[config.mk]
export PLATFORM = sky130hd
export DESIGN_NAME = midi_uart_rx
export DESIGN_NICKNAME = d
export VERILOG_FILES = /design/src/rtl/midi_uart_rx.sv
export SDC_FILE = /design/constraint.sdc
export NUM_CORES = 1
export LEC_CHECK = 0
export CELL_PAD_IN_SITES_DETAIL_PLACEMENT = 1
export CELL_PAD_IN_SITES_GLOBAL_PLACEMENT = 1
export CORE_ASPECT_RATIO = 0.9
export CORE_MARGIN = 2
export CORE_UTILIZATION = 43
export CTS_CLUSTER_DIAMETER = 40
export DETAILED_ROUTE_END_ITERATION = 8
export GPL_TIMING_DRIVEN = 0
export MAX_ROUTING_LAYER = met4
export PLACE_DENSITY = 0.8
export SETUP_SLACK_MARGIN = 0.02
export SKIP_LAST_GASP = 1
export SLEW_MARGIN = 20
export SYNTH_ARGS = -nofsm -noshare
export SYNTH_HDL_FRONTEND = slang
export SYNTH_SLANG_ARGS = --single-unit
export TNS_END_PERCENT = 1
[constraint.sdc]
create_clock -name clock_50_000_000 -period 4.1 [get_ports clock_50_000_000]
set_clock_uncertainty 0.1 [all_clocks]
set_input_delay 1.025 -clock clock_50_000_000 [delete_from_list [all_inputs] [get_ports clock_50_000_000]]
set_output_delay 1.025 -clock clock_50_000_000 [all_outputs]
set_load 0.005 [all_outputs]
[src/rtl/midi_uart_rx.sv]
// rtl/midi_uart_rx.sv - 8N1 MIDI serial receiver with mid-bit sampling and framing checks
module midi_uart_rx #(
    parameter int CLOCK_FREQUENCY = 50_000_000,
    parameter int BAUD_RATE       = 31250,
    parameter int DATA_BITS       = 8,
    parameter int SYNC_STAGES     = 2
) (
    input  logic                 clock_50_000_000,
    input  logic                 reset_l,
    input  logic                 rx_serial,
    output logic [DATA_BITS-1:0] data_out,
    output logic                 data_out_ready,
    output logic                 framing_error
);

    localparam int CLKS_PER_BIT = CLOCK_FREQUENCY / BAUD_RATE;
    localparam int HALF_BIT     = CLKS_PER_BIT / 2;
    localparam int CNT_W        = $clog2(CLKS_PER_BIT);
    localparam int IDX_W        = (DATA_BITS > 1) ? $clog2(DATA_BITS) : 1;

    typedef enum logic [2:0] {
        IDLE,
        START,
        DATA,
        STOP,
        BREAK
    } state_t;

    state_t                 state;
    state_t                 state_next;
    logic [SYNC_STAGES-1:0] sync_q;
    logic                   rx_s;
    logic [CNT_W-1:0]       clk_cnt;
    logic [IDX_W-1:0]       bit_idx;
    logic [IDX_W-1:0]       bit_idx_next;
    logic [DATA_BITS-1:0]   shift_reg;
    logic                   half_hit;
    logic                   full_hit;
    logic                   shift_en;
    logic                   load_byte;
    logic                   stop_bad;

    // Preset to idle-high so reset never looks like a start edge.
    always_ff @(posedge clock_50_000_000 or negedge reset_l) begin
        if (!reset_l) begin
            sync_q <= '1;
        end else begin
            sync_q <= {sync_q[SYNC_STAGES-2:0], rx_serial};
        end
    end

    assign rx_s     = sync_q[SYNC_STAGES-1];
    assign half_hit = (clk_cnt == CNT_W'(HALF_BIT - 1));
    assign full_hit = (clk_cnt == CNT_W'(CLKS_PER_BIT - 1));

    always_comb begin
        state_next   = state;
        bit_idx_next = bit_idx;
        shift_en     = 1'b0;
        load_byte    = 1'b0;
        stop_bad     = 1'b0;
        case (state)
            IDLE: begin
                if (!rx_s) state_next = START;
            end
            START: begin
                if (half_hit) begin
                    if (rx_s) begin
                        state_next = IDLE;
                    end else begin
                        state_next   = DATA;
                        bit_idx_next = '0;
                    end
                end
            end
            DATA: begin
                if (full_hit) begin
                    shift_en = 1'b1;
                    if (bit_idx == IDX_W'(DATA_BITS - 1)) begin
                        state_next = STOP;
                    end else begin
                        bit_idx_next = bit_idx + 1'b1;
                    end
                end
            end
            STOP: begin
                if (full_hit) begin
                    if (rx_s) begin
                        load_byte  = 1'b1;
                        state_next = IDLE;
                    end else begin
                        stop_bad   = 1'b1;
                        state_next = BREAK;
                    end
                end
            end
            BREAK: begin
                // A held-low line must go high before another frame can start.
                if (rx_s) state_next = IDLE;
            end
            default: state_next = IDLE;
        endcase
    end

    always_ff @(posedge clock_50_000_000 or negedge reset_l) begin
        if (!reset_l) begin
            state          <= IDLE;
            clk_cnt        <= '0;
            bit_idx        <= '0;
            shift_reg      <= '0;
            data_out       <= '0;
            data_out_ready <= 1'b0;
            framing_error  <= 1'b0;
        end else begin
            state          <= state_next;
            bit_idx        <= bit_idx_next;
            data_out_ready <= load_byte;
            framing_error  <= stop_bad;
            // Restart the bit timer on every state change and after each data sample.
            if (state_next != state || shift_en) begin
                clk_cnt <= '0;
            end else begin
                clk_cnt <= clk_cnt + 1'b1;
            end
            if (shift_en) begin
                shift_reg <= {rx_s, shift_reg[DATA_BITS-1:1]};
            end
            if (load_byte) begin
                data_out <= shift_reg;
            end
        end
    end

endmodule

Word level (Yosys, flattened, before mapping)

Index checks and enable logic that the tools add are counted.

Flip-flop bits (word level): 37
Input bits: 3
Output and inout port bits: 10
Logic and storage cells: 49

Add/subtract/negate cells: 2
Equal/unequal tests: 12
Multiplexer cells: 23
Reduce and logical (&&, ||, !) cells: 4

Operators with widths:

| kind                                                               | count |
|---|---|
| 3-bit two-way mux                                                  | 11 |
| 3-bit case mux with 5 select lines                                 | 1 |
| 11-bit by 1-bit adder with 11-bit output (second input constant)   | 1 |
| 11-bit by 10-bit == test with 1-bit output (second input constant) | 1 |
| 11-bit == test (second input constant)                             | 1 |
| 11-bit two-way mux                                                 | 1 |
| 1-bit two-way mux                                                  | 8 |
| 2-bit != test (second input constant)                              | 4 |
| 3-bit by 2-bit == test with 1-bit output (second input constant)   | 2 |
| 3-bit == test (second input constant)                              | 2 |
| 3-bit case mux with 2 select lines                                 | 1 |
| 5-bit AND reduction                                                | 1 |
| 3-bit by 1-bit adder with 3-bit output (second input constant)     | 1 |
| 3-bit by 1-bit == test with 1-bit output (second input constant)   | 1 |
| 3-bit zero test                                                    | 1 |
| 3-bit != test                                                      | 1 |
| 2-bit two-way mux                                                  | 1 |
| 2-bit nonzero test                                                 | 1 |
| 1-bit logical OR                                                   | 1 |

Logic depth before layout (Yosys ltp)

Depth after elaboration: 7
Depth in mapped cells: 7

Least setup slack after synthesis

OpenSTA, ideal clock, no wires.

Kind: flip-flop to flip-flop
Start: register clk_cnt[7]
End: register data_out[0]
Arrival: 1,959 ps
Required time: 3,875 ps
Setup slack: 1,916 ps
Stages on the path, launching flop included: 6
Clock period less this slack: 2,184 ps
Cell sequence: dfrtp_1 -> or3b_1 -> buf_6 -> or3_4 -> nor3_4 -> mux2_2

Word-level cells in the longest chain between the ends: 3

RTL lines:

| element                | line | RTL |
|---|---|---|
| from (decl)            | 33   | `logic [CNT_W-1:0] clk_cnt;` |
| from (signal assigned) | 123  | `clk_cnt <= clk_cnt + 1'b1;` |
| 11-bit == test         | 54   | `assign full_hit = (clk_cnt == CNT_W'(CLKS_PER_BIT - 1));` |
| 1-bit two-way mux      | 87   | `if (full_hit) begin` |
| 1-bit two-way mux      | 62   | `case (state)` |
| to (signal assigned)   | 129  | `data_out <= shift_reg;` |
| to (decl)              | 11   | `output logic [DATA_BITS-1:0] data_out,` |

Every way passes these cells.
A chain may end at the register's enable or synchronous reset.

Final worst setup path

Start: register clk_cnt[0]
End: register clk_cnt[8]

Word-level cells in the longest chain between the ends: 6
Elaborated cells on any way between the ends: 12
Classes of those cells: add/sub: 1; eq/ne: 3; mux: 7; reduce/logical: 1

RTL lines:

| element                                                                      | line       | RTL |
|---|---|---|
| 11-bit == test or 11-bit by 10-bit == test with 1-bit output (tied branches) | 54, 53     |  |
| 3-bit two-way mux (on tied branches)                                         | 87, 67, 77 |  |
| 3-bit case mux with 5 select lines                                           | 62         |  |
| 3-bit != test                                                                | 120        | `if (state_next != state \|\| shift_en) begin` |
| 1-bit logical OR                                                             | 120        |  |
| 11-bit two-way mux *                                                         | 120        |  |

Mark *: on every way between the ends. The rest lies on a longest branch, timed or not.

==> results.cfg <==
[global_route]
groute.usage.overall_pct = 20.2
pin_count_of_the_biggest_net_entering_global_routing = 24
grt_antenna_before_repair = 0
grt_overflow_total = 0
grt_first_pass_wirelength_um = 6930
grt_pass1_vias = 1394

[drt]
drt-wirelength-per-cell_um = 18.5
drtAntennaViolNets = 0
drt-initial-drc-count = 77
vias = 1315
drc_violation_count_after_routing = 0
first_pass_drt_iterations = 4
vias_per_cell = 5.92
wirelength_um = 4100

[final_layout]
layout-drive-gt1-share_pct = 24.7
most-common-layout-cells = sky130_fd_sc_hd__dfrtp_1, sky130_fd_sc_hd__mux2_2, sky130_fd_sc_hd__clkdlybuf4s50_1, sky130_fd_sc_hd__nor4_1, sky130_fd_sc_hd__inv_1
areaGrowthSynthToFinish_pct = 16.1
nFillCells = 433
design_area_sq_um = 2120
insertedDiodeCount = 0
layout.nets = 179
layout_commonest_cell = sky130_fd_sc_hd__dfrtp_1
largest_reg_flops = 11

[synthesis]
count_of_synthesis_stage_warnings_from_yosys = 0
syn_nets = 159
postSynthAreaPerCell_sq_um = 12.0
synth_area_leader_cell = sky130_fd_sc_hd__dfrtp_1
synth.area.top_cells = sky130_fd_sc_hd__dfrtp_1, sky130_fd_sc_hd__mux2_2, sky130_fd_sc_hd__nor4_1
synth_enable_flop_cells = 0
flip_flop_cell_with_the_highest_count_after_synthesis = sky130_fd_sc_hd__dfrtp_1
asyncSetResetFlopFracSynth_pct = 100
ys_seq_area_share_pct = 50.7
synth_area_sq_um = 1830
netlist_instances = 153
synth_cell_types = 43
synth_largest_type_area_fraction_pct = 47.8
synth_seq_cells = 37

[setup_path]
r2r_end = clk_cnt[8]$_DFF_PN0_
critical_path.startpoint_type = flip-flop
critical_path.startpoint = clk_cnt[0]$_DFF_PN0_
cp-end-kind = flip-flop
crit_path_max_incr_delay_ns = 0.74
critical_path.most_common_cell = sky130_fd_sc_hd__nor4_1
cpMaxStageDelayCell = sky130_fd_sc_hd__nor4_1
worst_r2r_path_cells = 6
worst_r2r_startpoint = clk_cnt[0]$_DFF_PN0_
r2r_slack_ns = 1.47
cp.arrival_ns = 2.68
crit_fanout = 10
timing_worst_setup_path_type = reg2reg
cell_chain_critical_path = ha_1 > nand4_1 > nor4_1 > a2bb2oi_1 > buf_2 > nor4_1
critical_path_required_ns = 4.16

[cts]
worst_setup_hold_path_clk_slew_ns = 0.08
tritoncts = built
tritoncts_num_sinks = 37
insertion_delay_ns = 0.31
ctsHoldBuffers = 0
numCtsBuffers = 5
setup_bufs_post_cts = 0
clk_root_buffer_cell = sky130_fd_sc_hd__clkbuf_8
post_cts_resize_count = 0
clock_tree.buffer_depth = 2
cts.htree.levels = 2

[power]
power.density_cell_area_nw_per_um2 = 303
ir_worst_vdd_mv = 0.231
total_leakage_power_uw = 0.000939

[timing]
setup_slack_ns = 1.47
fin_crit_sh_pct = 64.1
fmaxAchievable_ghz = 0.381
setup-tns-final_ns = 0
rsz0062_at_grt = false
slew_violations = 0
setup_viol = 0
worst-slew-pin-transition_ns = 0.677
final.min_clock_period_ns = 2.63
holdWs_ns = 0.260
final_hold_viol_count = 0
relSlewSlack_pct = 54.5

[die]
die_y_um = 65.9
design.core.area_sq_um = 4070
die_area_sq_um = 4800
boundaryPins = 13
starting_density_pct = 44.9
rows = 22
die_width_um = 72.8

[job]
max_cap_violations = 0

[hold_path]
min_to = sync_q[1]$_DFF_PN1_
holdPathStages = 0
holdCritPathClass = reg2reg
critical_hold_path_startpoint = sync_q[0]$_DFF_PN1_

[place]
dpl_cell_area_sq_um = 2030
numPortBuffers = 12
place.detailed.hpwl_um = 3000
dpl_worst_slack_ns = 1.51
gp_congestion = 0.900

[outcome]
status = complete, no violations
-- cell type report --
| cell class | instances | area (sq um) | area share, % |
|---|---|---|---|
| Timing Repair Buffer | 13 | 143 | 6.71 |
| Clock inverter | 3 | 22.5 | 1.06 |
| Tap cell | 48 | 60.1 | 2.83 |
| Sequential cell | 37 | 928 | 43.7 |
| Inverter | 7 | 26.3 | 1.24 |
| Clock buffer | 5 | 68.8 | 3.24 |
| Buffer | 8 | 40.0 | 1.88 |
| Multi-Input combinational cell | 101 | 836 | 39.3 |
-- worst max-delay path: cells and delay by family, from the launching register on --
kind | cells | cell delay (ns)
AOI/OAI and AO/OA | 1 | 0.24
adders and majority gates | 1 | 0.25
buffers and inverters | 1 | 0.25
DFF | 1 | 0.40
and+or+nand+nor | 3 | 1.24
-- synth_stat cells (2+ instances only) --
cell	instances
sky130_fd_sc_hd__a311oi_1	2
sky130_fd_sc_hd__xnor2_1	6
sky130_fd_sc_hd__ha_1	3
sky130_fd_sc_hd__nor2_1	4
sky130_fd_sc_hd__inv_1	7
sky130_fd_sc_hd__mux2_2	16
sky130_fd_sc_hd__nor4b_1	2
sky130_fd_sc_hd__nor3_1	6
sky130_fd_sc_hd__or3b_2	3
sky130_fd_sc_hd__dfrtp_1	35
sky130_fd_sc_hd__buf_2	2
sky130_fd_sc_hd__and4_1	2
sky130_fd_sc_hd__nor4_1	10
sky130_fd_sc_hd__nand3_1	5
sky130_fd_sc_hd__dfstp_2	2
sky130_fd_sc_hd__xor2_1	3
sky130_fd_sc_hd__clkbuf_1	5
sky130_fd_sc_hd__o21ai_0	2
sky130_fd_sc_hd__nand3b_1	4
sky130_fd_sc_hd__mux2i_1	3
sky130_fd_sc_hd__nand4_1	3
sky130_fd_sc_hd__a21oi_1	3
sky130_fd_sc_hd__nand2_1	5
-- metal layers --
layer	part of all wire, %	wire length, um	GRT usage [%]	up-vias
li1	-	-	-	602
met1	44	1800	24.0	672
met2	50	2040	32.6	33
met3	4.6	188	6.55	8
met4	1.7	70	6.71	0
met5	0	0	-	-
-- metrics by stage --
| step | total power [uW] | cells | utilization, % |
|---|---|---|---|
| after floorplan | 377 | 153 | - |
| after global placement | 386 | 213 | 49.4 |
| after detailed placement | 390 | 214 | 49.9 |
| after CTS | 651 | 222 | 52.1 |
| after global routing | 672 | 222 | 52.1 |
| final | 643 | 222 | 52.1 |
-- how the worst max path moves through the flow --
stage	to	slack, ns
2_1_floorplan	data_out[0]$_DFFE_PN0P_	1.92
3_3_place_gp	data_out[2]$_DFFE_PN0P_	1.12
3_5_place_dp	clk_cnt[8]$_DFF_PN0_	1.51
4_1_cts	clk_cnt[8]$_DFF_PN0_	1.51
5_1_grt	clk_cnt[5]$_DFF_PN0_	1.38
6_report	clk_cnt[8]$_DFF_PN0_	1.47
-- kinds of logic (layout without fill, tap and decap cells) --
family | Yosys count | in the layout | share of synthesized area (%)
multiplexers | 20 | 20 | 12.3
flip-flops | 37 | 37 | 50.7
AO/OA/AOI/OAI | 13 | 13 | 5.95
adder cells (fa/ha/maj) | 3 | 3 | 2.05
buffers and inverters | 15 | 36 | 3.62
AND/OR/NAND/NOR | 56 | 56 | 21.1
XOR/XNOR | 9 | 9 | 4.31
-- report_power, final --
group,switching (uW),total [uW],internal [uW]
registers,0.320,367,366
clock network,141,261,120
logic,10.2,15.2,4.96
total,152,643,492
No activity file was read; power rests on OpenSTA's default activity.
